File: src/rtl/hightolow_delay_ctrl.sv
// Falling-edge path delay measurement controller: precharge high, launch a fall, count cycles to the fall.
// Optional macro HTL_SYNC_EN adds a two-flop synchronizer on path_result with count correction.
module hightolow_delay_ctrl #(
  parameter int unsigned CNT_W       = 16,
  parameter int unsigned SETTLE_CYC  = 4,
  parameter int unsigned TIMEOUT_CYC = 1000
) (
  input  logic             clk,
  input  logic             rst_n,
  input  logic             start,
  input  logic             path_result,
  output logic             path_input,
  output logic             ld_reg,
  output logic             fin,
  output logic             timeout,
  output logic [CNT_W-1:0] delay_count,
  output logic             busy
);

  localparam int unsigned SETTLE_W = 8;

  typedef enum logic [2:0] {
    IDLE,
    PRECHARGE,
    LAUNCH,
    CAPTURE,
    DONE
  } stateT;

  stateT               stateQ, stateNext;
  logic [SETTLE_W-1:0] settleCnt, settleNext, settleInc;
  logic [CNT_W-1:0]    countNext, cntInc, capCount;
  logic                pathInputNext, ldNext, finNext, timeoutNext, busyNext;
  logic                prUse;

`ifdef HTL_SYNC_EN
  logic [1:0] prSync;

  // Two-flop synchronizer; idles high to match a precharged path
  always_ff @(posedge clk) begin
    if (!rst_n) prSync <= 2'b11;
    else        prSync <= {prSync[0], path_result};
  end

  assign prUse    = prSync[1];
  // Remove the synchronizer latency so reported counts match the direct build
  assign capCount = (cntInc > CNT_W'(2)) ? (cntInc - CNT_W'(2)) : CNT_W'(1);
`else
  assign prUse    = path_result;
  assign capCount = cntInc;
`endif

  assign settleInc = settleCnt + SETTLE_W'(1);
  assign cntInc    = delay_count + CNT_W'(1);

  always_comb begin
    stateNext     = stateQ;
    settleNext    = settleCnt;
    countNext     = delay_count;
    pathInputNext = path_input;
    ldNext        = 1'b0;
    finNext       = fin;
    timeoutNext   = timeout;

    case (stateQ)
      IDLE: begin
        pathInputNext = 1'b1;
        finNext       = 1'b0;
        timeoutNext   = 1'b0;
        if (start) begin
          stateNext  = PRECHARGE;
          settleNext = '0;
        end
      end

      PRECHARGE: begin
        pathInputNext = 1'b1;
        settleNext    = prUse ? settleInc : '0;
        if (prUse && (settleInc == SETTLE_W'(SETTLE_CYC))) begin
          stateNext     = LAUNCH;
          countNext     = '0;
          pathInputNext = 1'b0;
        end
      end

      LAUNCH: begin
        pathInputNext = 1'b0;
        countNext     = cntInc;
        // A fall on the timeout edge still counts as a valid capture
        if (!prUse) begin
          stateNext = CAPTURE;
          countNext = capCount;
          ldNext    = 1'b1;
        end else if (cntInc == CNT_W'(TIMEOUT_CYC)) begin
          stateNext   = DONE;
          timeoutNext = 1'b1;
          finNext     = 1'b1;
        end
      end

      CAPTURE: begin
        pathInputNext = 1'b0;
        stateNext     = DONE;
        finNext       = 1'b1;
      end

      DONE: begin
        pathInputNext = 1'b0;
        if (!start) begin
          stateNext     = IDLE;
          finNext       = 1'b0;
          timeoutNext   = 1'b0;
          pathInputNext = 1'b1;
        end
      end

      default: begin
        stateNext     = IDLE;
        pathInputNext = 1'b1;
        finNext       = 1'b0;
        timeoutNext   = 1'b0;
      end
    endcase

    busyNext = (stateNext != IDLE);
  end

  always_ff @(posedge clk) begin
    if (!rst_n) begin
      stateQ      <= IDLE;
      settleCnt   <= '0;
      delay_count <= '0;
      path_input  <= 1'b1;
      ld_reg      <= 1'b0;
      fin         <= 1'b0;
      timeout     <= 1'b0;
      busy        <= 1'b0;
    end else begin
      stateQ      <= stateNext;
      settleCnt   <= settleNext;
      delay_count <= countNext;
      path_input  <= pathInputNext;
      ld_reg      <= ldNext;
      fin         <= finNext;
      timeout     <= timeoutNext;
      busy        <= busyNext;
    end
  end

endmodule

File: config.mk
export PLATFORM = sky130hd
export DESIGN_NAME = hightolow_delay_ctrl
export DESIGN_NICKNAME = d
export VERILOG_FILES = /design/src/rtl/hightolow_delay_ctrl.sv
export SDC_FILE = /design/constraint.sdc
export NUM_CORES = 1
export LEC_CHECK = 0
export CAP_MARGIN = 30
export CORE_ASPECT_RATIO = 2
export CORE_MARGIN = 2
export CORE_UTILIZATION = 30
export CTS_BUF_LIST = sky130_fd_sc_hd__clkbuf_16
export DETAILED_ROUTE_END_ITERATION = 8
export PLACE_DENSITY_LB_ADDON = 0.25
export SLEW_MARGIN = 20
export SYNTH_ARGS = -nofsm -noshare
export SYNTH_HDL_FRONTEND = slang
export SYNTH_SLANG_ARGS = --single-unit
File: constraint.sdc
create_clock -name clk -period 4.1 [get_ports clk]
set_clock_uncertainty 0.1 [all_clocks]
set_input_delay 1.025 -clock clk [delete_from_list [all_inputs] [get_ports clk]]
set_output_delay 1.025 -clock clk [all_outputs]
set_load 0.05 [all_outputs]
Word level (Yosys, flattened, before mapping)
Cells that the tools add are included.
{ "classes": {"reduce_logical": 12, "n_eq_ne": 11, "n_mux": 20, "addsub": 2, "n_bitwise": 2} }
{ "op_table": {"columns": ["cell", "n"], "rows": [
  ["$pmux W16 S2", 1],
  ["$add A16 B1 Y16 const B", 1],
  ["$eq A16 B10 Y1 const B", 1],
  ["$mux W16", 1],
  ["$mux W8", 2],
  ["$pmux W8 S2", 1],
  ["$mux W3", 5],
  ["$pmux W3 S5", 1],
  ["$ne A2 B2 Y1 const B", 5],
  ["$add A8 B1 Y8 const B", 1],
  ["$eq A8 B3 Y1 const B", 1],
  ["$reduce_and A4 Y1", 2],
  ["$eq A3 B2 Y1 const B", 2],
  ["$mux W1", 6],
  ["$pmux W1 S3", 2],
  ["$reduce_and A2 Y1", 3],
  ["$pmux W1 S4", 1],
  ["$reduce_bool A2 Y1", 2],
  ["$reduce_or A2 Y1", 2],
  ["$eq A3 B1 Y1 const B", 1],
  ["$eq A3 B3 Y1 const B", 1],
  ["$logic_not A3 Y1", 1],
  ["$reduce_bool A3 Y1", 1],
  ["$not A1 Y1", 2],
  ["$logic_and A1 B1 Y1", 1]
]} }
{ "totals": {"inputBits": 4, "word_cells": 55, "register_bits": 32, "output_inout_bits": 21} }

Depth between registers and ports, before layout
Gate-level depths: netlist of the first run.
{ "logic_depth": {"word_depth": 6, "mapped_depth": 7, "mapped_depth_nobuf": 7} }

Least setup slack after synthesis of the first run
Ideal clock, no wire load.
{ "synth_path": {"path_kind": "register to register", "startpoint": "reg delay_count[1]", "endpoint": "reg stateQ[2]", "required_ps": 3927, "setup_slack_ps": 1561, "path_buffers": 0, "synth_period_minus_slack_ps": 2539, "setup_time_ps": 73, "path_stages_with_launch": 8, "arrival_time_ps": 2365, "path_cell_list": "dfxtp_1 > ha_1 > nand3_4 > nor4_2 > mux2_2 > o22ai_2 > nand3_1 > o22ai_2"} }
{ "synth_via": {"elab_chain_len": 5} }
{ "synth_lines": {"columns": ["element", "line", "text"], "rows": [
  ["start: declaration", "16", "output logic [CNT_W-1:0] delay_count,"],
  ["start signal: assignment", "141", "delay_count <= countNext;"],
  ["$add A16 B1 Y16", "54", "assign cntInc = delay_count + CNT_W'(1);"],
  ["$eq A16 B10 Y1", "94", "end else if (cntInc == CNT_W'(TIMEOUT_CYC)) begin"],
  ["$mux W3", "94", null],
  ["$mux W3", "90", "if (!prUse) begin"],
  ["$pmux W3 S5", "65", "case (stateQ)"],
  ["end signal: assignment", "139", "stateQ <= stateNext;"],
  ["end: declaration", "30", "stateT stateQ, stateNext;"]
]} }
No other way between the ends.
A chain may end at the register's enable or synchronous reset.

Worst setup path in the final report of the first run
{ "layout_path": {"startpoint": "reg delay_count[4]", "endpoint": "out delay_count[4]"} }
No word-level cell between the ends.

==> impl_metrics.yaml, run 1 <==
run_status:
  status: "finished, final reports clean"
cts:
  hold_buffers: 0
  cts-htree-levels: 2
  post_cts.resized_instances: 0
  cts-buffers-inserted: 5
  tritoncts: "built"
  clk_pin_slew_ps: 50
  clock_path_buffers: 2
  post-cts-setup-buffers: 0
  clock_latency_ps: 270
  cts.root.buffer_cell: "sky130_fd_sc_hd__clkbuf_16"
  clock-sinks: 32
route:
  num_vias: 1806
  initialDrtViolationCount: 84
  drtPass1Iterations: 4
  route.final.wire_length_mm: 4.93
  detail_route.wl_per_cell_um: 14.3
  detail_route.vias_per_cell: 5.23
  remaining_drc_errors: 0
  drt.antenna.violating_nets: 0
cells_and_area:
  biggestRegsByFlops: "delay_count (16), settleCnt (8), stateQ (3)"
  stdcell_area_mm2: 0.00233
  count_of_antenna_diodes_in_the_layout: 0
  finish.net_count: 266
  largest_register_ff_count: 16
  synthToLayoutAreaGrowth_pct: 23.0
  final_layout_size_suffix_gt1_frac: 0.0965
  final_cells: 345
  final.fill_count: 668
  regMostFlops: "delay_count"
critical_path:
  critPathSlowestCell: "sky130_fd_sc_hd__clkdlybuf4s50_1"
  crit_arrival_ps: 1680
  worst-path-max-fanout: 10
  crit_chain: "clkdlybuf4s50_1"
  required_ps: 2970
  cp_num_buf_inv: 1
  critPathCaptureType: "output pin"
  timing_worst_setup_path_type: "reg -> out"
  cpPeakStageDelay_ps: 870
  element_type_at_the_critical_path_start: "flip-flop"
  critical_path.top_delay_family: "buffers and inverters"
timing:
  final_min_period_over_clock_period: 0.685
  final.min_clock_period_ps: 2810
  timing.setup.tns_ps: 0
  setup_ws_ps: 1290
  max_slew_violation_count: 0
  setup_viol: 0
  timing.fmax_ghz: 0.356
  finalHoldViolations: 0
  tightest_slew_ps: 665
  relSlewSlack: 0.557
  rsz0062_at_grt: "false"
power_and_ir_drop:
  power_frac_comb: 0.045
  netSwitchingFraction: 0.220
  power.share.sequential: 0.456
  worst_supply_voltage_drop_on_vdd_mv: 0.151
  clock_power_share: 0.499
  internal_power_uw: 542
  cellLeakagePower_uw: 0.000787
  power_per_cell_area_mw_per_mm2: 298
  net-switching-power_uw: 153
  totalPowerFinal_uw: 695
yosys:
  synth.cell_area_mm2: 0.00190
  synthesis.yosys.warnings: 0
  synth.cells.most_frequent: "sky130_fd_sc_hd__dfxtp_1 (32), sky130_fd_sc_hd__nor2_1 (27), sky130_fd_sc_hd__nand3_1 (19), sky130_fd_sc_hd__a21oi_1 (17), sky130_fd_sc_hd__nand2_1 (17)"
  synth-main-ff-cell: "sky130_fd_sc_hd__dfxtp_1"
  synthesis.instances: 239
  synth-seq-cells: 32
  mean_cell_area_of_the_mapped_netlist_um2: 7.94
  postSynthNetCount: 246
  synth_top_area_cell: "sky130_fd_sc_hd__dfxtp_1"
  yosysUniqueCellTypes: 54
  synthDominantCellAreaShare: 0.338
  sequential_element_share_of_the_synthesized_area: 0.338
  synth_edf_count: 0
  synthMostInstantiatedCell: "sky130_fd_sc_hd__dfxtp_1"
  async_reset_ff_frac: 0
  ys_top_cells_by_area: "sky130_fd_sc_hd__dfxtp_1 (34%), sky130_fd_sc_hd__nor2_1 (5.3%), sky130_fd_sc_hd__nand3_1 (5.0%), sky130_fd_sc_hd__a21oi_1 (4.5%), sky130_fd_sc_hd__nor3_1 (4.2%)"
floorplanning:
  dieWidth_um: 60.2
  fp.dieArea_mm2: 0.00702
  placementRows: 41
  initial_core_util: 0.306
  num_io_pins: 25
  chipHeight_um: 116
  design.core.area_mm2: 0.00621
place:
  placed_cells_incl_taps: 338
  hpwl_mm: 3.41
  gp_congestion: 0.847
  portBuffers: 24
  placed_area_mm2: 0.00220
  preCtsSetupSlack_ps: 1070
grt:
  global_route.overflow_total: 0
  antenna_found_initial: 0
  largest_net_degree_at_the_start_of_global_routing: 19
  grt_usage: 0.157
  vias_in_the_first_global_route: 1757
  global_route_wire_length_before_repair_mm: 8.42
min_path:
  worst_min_path_class: "reg -> reg"
job:
  max_cap_violations: 0
-- final timing paths --
check | slack (ps) | cells after the start | endpoint | start
max | 1290 | 1 | delay_count[4] | delay_count[4]
min | 380 | 2 | timeout | timeout
max reg2reg | 1640 | 5 | delay_count[3] | stateQ[1]
min reg2reg | 380 | 2 | timeout | timeout
-- per-layer routing --
metal	wire length [um]	global-route usage	vias to the layer above
li1	-	-	924
met1	2320	0.208	831
met2	2320	0.249	47
met3	237	0.0332	4
met4	57	0.0533	0
met5	0	0	-
-- layout make-up --
class / count / area, um2 / share of cell area
clock inverter: 2 / 8.76 / 0.00375
inverter: 6 / 22.5 / 0.00965
sequential: 32 / 641 / 0.274
multi-input combinational: 189 / 1180 / 0.506
tap: 86 / 108 / 0.0461
clock buffer: 5 / 125 / 0.0536
timing repair buffer: 25 / 248 / 0.106
-- power by group through the flow --
| stage | Clock (uW) | Sequential (uW) | Combinational (uW) |
|---|---|---|---|
| finish | 347 | 317 | 31.3 |
| CTS | 355 | 317 | 31.6 |
| floorplan | 0 | 324 | 18.4 |
| global placement | 0 | 323 | 31.3 |
| detailed placement | 0 | 323 | 31.4 |
| global route | 368 | 317 | 35.1 |
-- cells by family after synthesis --
family / after synthesis / synth area share
buf+inv: 18 / 0.0396
mux: 3 / 0.0171
simple gates: 107 / 0.316
xor+xnor: 6 / 0.0277
compound gates: 70 / 0.243
fa+ha+maj: 3 / 0.0198
flops: 32 / 0.338
-- placed cells by master (no fill, tap or decap), types with 5 or more instances in the layout --
cell	Yosys	final
sky130_fd_sc_hd__nand4_1	5	5
sky130_fd_sc_hd__clkdlybuf4s50_1	0	24
sky130_fd_sc_hd__dfxtp_1	32	32
sky130_fd_sc_hd__o21ai_0	16	16
sky130_fd_sc_hd__inv_1	5	6
sky130_fd_sc_hd__a31oi_1	10	10
sky130_fd_sc_hd__a21oi_1	17	17
sky130_fd_sc_hd__nand3_1	19	19
sky130_fd_sc_hd__clkbuf_16	0	5
sky130_fd_sc_hd__nor3_1	16	16
sky130_fd_sc_hd__nor2_1	27	27
sky130_fd_sc_hd__nand2_1	17	17
-- through the flow --
| step | util | hold slack [ps] |
|---|---|---|
| final | 0.376 | 377 |
| after global routing | 0.376 | 421 |
| after CTS | 0.376 | 383 |
| after detailed placement | 0.355 | 371 |
| after global placement | 0.355 | 364 |
| after floorplan | - | 376 |
Power figures use the tool's default switching activity.
==> run 2, diff against run 1 <==
==> constraint.sdc (replaced) <==
create_clock -name clk -period 2.4 [get_ports clk]
set_clock_uncertainty 0.1 [all_clocks]
set_input_delay 0.6 -clock clk [delete_from_list [all_inputs] [get_ports clk]]
set_output_delay 0.6 -clock clk [all_outputs]
set_load 0.05 [all_outputs]
==> run 2 against run 1 <==
Effect of this change: global-route usage grew 0.53 points; via count grew 6.8%; sequential share of layout area is 1.1 points lower; critical endpoint is now delay_count[11]; highest routed layer unchanged.
==> impl_metrics.yaml, run 2 (synthesized netlist as in run 1, its figures left out) <==
grt:
  global_route_wire_length_before_repair_mm: 8.95
  largest_net_degree_at_the_start_of_global_routing: 18
  antenna_found_initial: 0
  grt_usage: 0.162
  global_route.overflow_total: 0
  vias_in_the_first_global_route: 1863
route:
  remaining_drc_errors: 0
  initialDrtViolationCount: 165
  detail_route.vias_per_cell: 5.34
  drt.antenna.violating_nets: 0
  detail_route.wl_per_cell_um: 14.2
  num_vias: 1929
  route.final.wire_length_mm: 5.13
  drtPass1Iterations: 4
job:
  max_cap_violations: 0
floorplanning:
  fp.dieArea_mm2: 0.00702
  design.core.area_mm2: 0.00621
  num_io_pins: 25
  initial_core_util: 0.306
  chipHeight_um: 116
  placementRows: 41
  dieWidth_um: 60.2
place:
  hpwl_mm: 3.68
  gp_congestion: 0.779
  placed_area_mm2: 0.00231
  portBuffers: 24
power_and_ir_drop:
  totalPowerFinal_uw: 1210
  clock_power_share: 0.504
  net-switching-power_uw: 278
  cellLeakagePower_uw: 0.000876
  internal_power_uw: 935
  power_frac_comb: 0.050
  power.share.sequential: 0.446
  power_per_cell_area_mw_per_mm2: 496
  worst_supply_voltage_drop_on_vdd_mv: 0.307
  netSwitchingFraction: 0.229
min_path:
  worst_min_path_class: "reg -> reg"
  hp-start: "timeout"
critical_path:
  worst-path-max-fanout: 7
  critical_path.top_delay_family: "buffers and inverters"
  crit_arrival_ps: 1620
  timing_worst_setup_path_type: "reg -> out"
  crit_chain: "clkdlybuf4s50_1"
  cp_num_buf_inv: 1
  critPathCaptureType: "output pin"
  cpPeakStageDelay_ps: 860
  cp-startpoint: "delay_count[11]"
  critPathSlowestCell: "sky130_fd_sc_hd__clkdlybuf4s50_1"
  element_type_at_the_critical_path_start: "flip-flop"
  required_ps: 1700
  r2r-start: "settleCnt[0]"
cts:
  cts.root.buffer_cell: "sky130_fd_sc_hd__clkbuf_16"
  tritoncts: "built"
  cts-buffers-inserted: 5
  post-cts-setup-buffers: 0
  clk_pin_slew_ps: 50
  post_cts.resized_instances: 0
  clock-sinks: 32
  clock_latency_ps: 280
  hold_buffers: 0
  clock_path_buffers: 2
  cts-htree-levels: 2
run_status:
  status: "finished, final reports clean"
timing:
  final_min_period_over_clock_period: 0.967
  rsz0062_at_grt: "false"
  setup_viol: 0
  timing.setup.tns_ps: 0
  max_slew_violation_count: 0
  finalHoldViolations: 0
  relSlewSlack: 0.643
  tightest_slew_ps: 535
  final.min_clock_period_ps: 2320
  timing.fmax_ghz: 0.431
cells_and_area:
  biggestRegsByFlops: "delay_count (16), settleCnt (8), stateQ (3)"
  final.fill_count: 645
  final_layout_size_suffix_gt1_frac: 0.171
  finish.net_count: 281
  regMostFlops: "delay_count"
  count_of_antenna_diodes_in_the_layout: 0
  stdcell_area_mm2: 0.00244
  leading_cell_type_in_the_layout_fill_and_taps_excluded: "sky130_fd_sc_hd__dfxtp_1"
  synthToLayoutAreaGrowth_pct: 28.8
  largest_register_ff_count: 16
  commonest_cells_after_routing_fill_and_taps_aside: "sky130_fd_sc_hd__dfxtp_1 (30), sky130_fd_sc_hd__nor2_1 (27), sky130_fd_sc_hd__clkdlybuf4s50_1 (20), sky130_fd_sc_hd__buf_4 (20), sky130_fd_sc_hd__nand3_1 (19)"
-- run 2: cell types whose count changed in the layout (fill, tap and decap cells not counted) --
cell,previous run,this run
sky130_fd_sc_hd__clkinv_2,1,2
sky130_fd_sc_hd__clkinv_1,1,2
sky130_fd_sc_hd__dfxtp_2,0,2
sky130_fd_sc_hd__inv_1,6,5
sky130_fd_sc_hd__dfxtp_1,32,30
sky130_fd_sc_hd__buf_4,1,20
sky130_fd_sc_hd__clkdlybuf4s50_1,24,20
-- run 2: per-stage QoR --
stage	instances	hold slack [ps]	setup WS, ps	utilization
global route	361	426	7.77	0.394
floorplan	239	376	93.1	-
CTS	361	383	76.7	0.394
detailed placement	353	370	135	0.371
finish	361	382	79.7	0.394
global placement	353	365	153	0.371
-- run 2: path summary, 6_finish.rpt --
check                           depth (start not counted)              end  slack, ps
worst max-delay path                                    1  delay_count[11]         80
worst min-delay path                                    2          timeout        380
worst max register to register                          7   delay_count[5]        200
worst min register to register                          2          timeout        380
-- run 2: layout make-up --
type                    count  area [um2]  share of cell area
clock inverters             3        13.8             0.00563
multi-input cells         189        1180               0.484
clock buffers               5         125              0.0512
flip-flops and latches     32         643               0.263
well taps                  86         108              0.0440
inverters                   6        22.5             0.00921
repair buffers             40         350               0.143
-- run 2: layer usage --
metal	GRT usage	wire length [um]
met1	0.223	2400
met3	0.0255	250
met4	0.0504	51
met2	0.257	2430
met5	0	0
-- run 2: power by group through the flow --
| stage | Combinational, uW | Sequential, uW | Clock [uW] |
|---|---|---|---|
| global route | 65.7 | 541 | 648 |
| floorplan | 31.4 | 554 | 0 |
| global placement | 59.3 | 552 | 0 |
| detailed placement | 60.4 | 552 | 0 |
| CTS | 60.5 | 541 | 620 |
| finish | 60.3 | 541 | 612 |
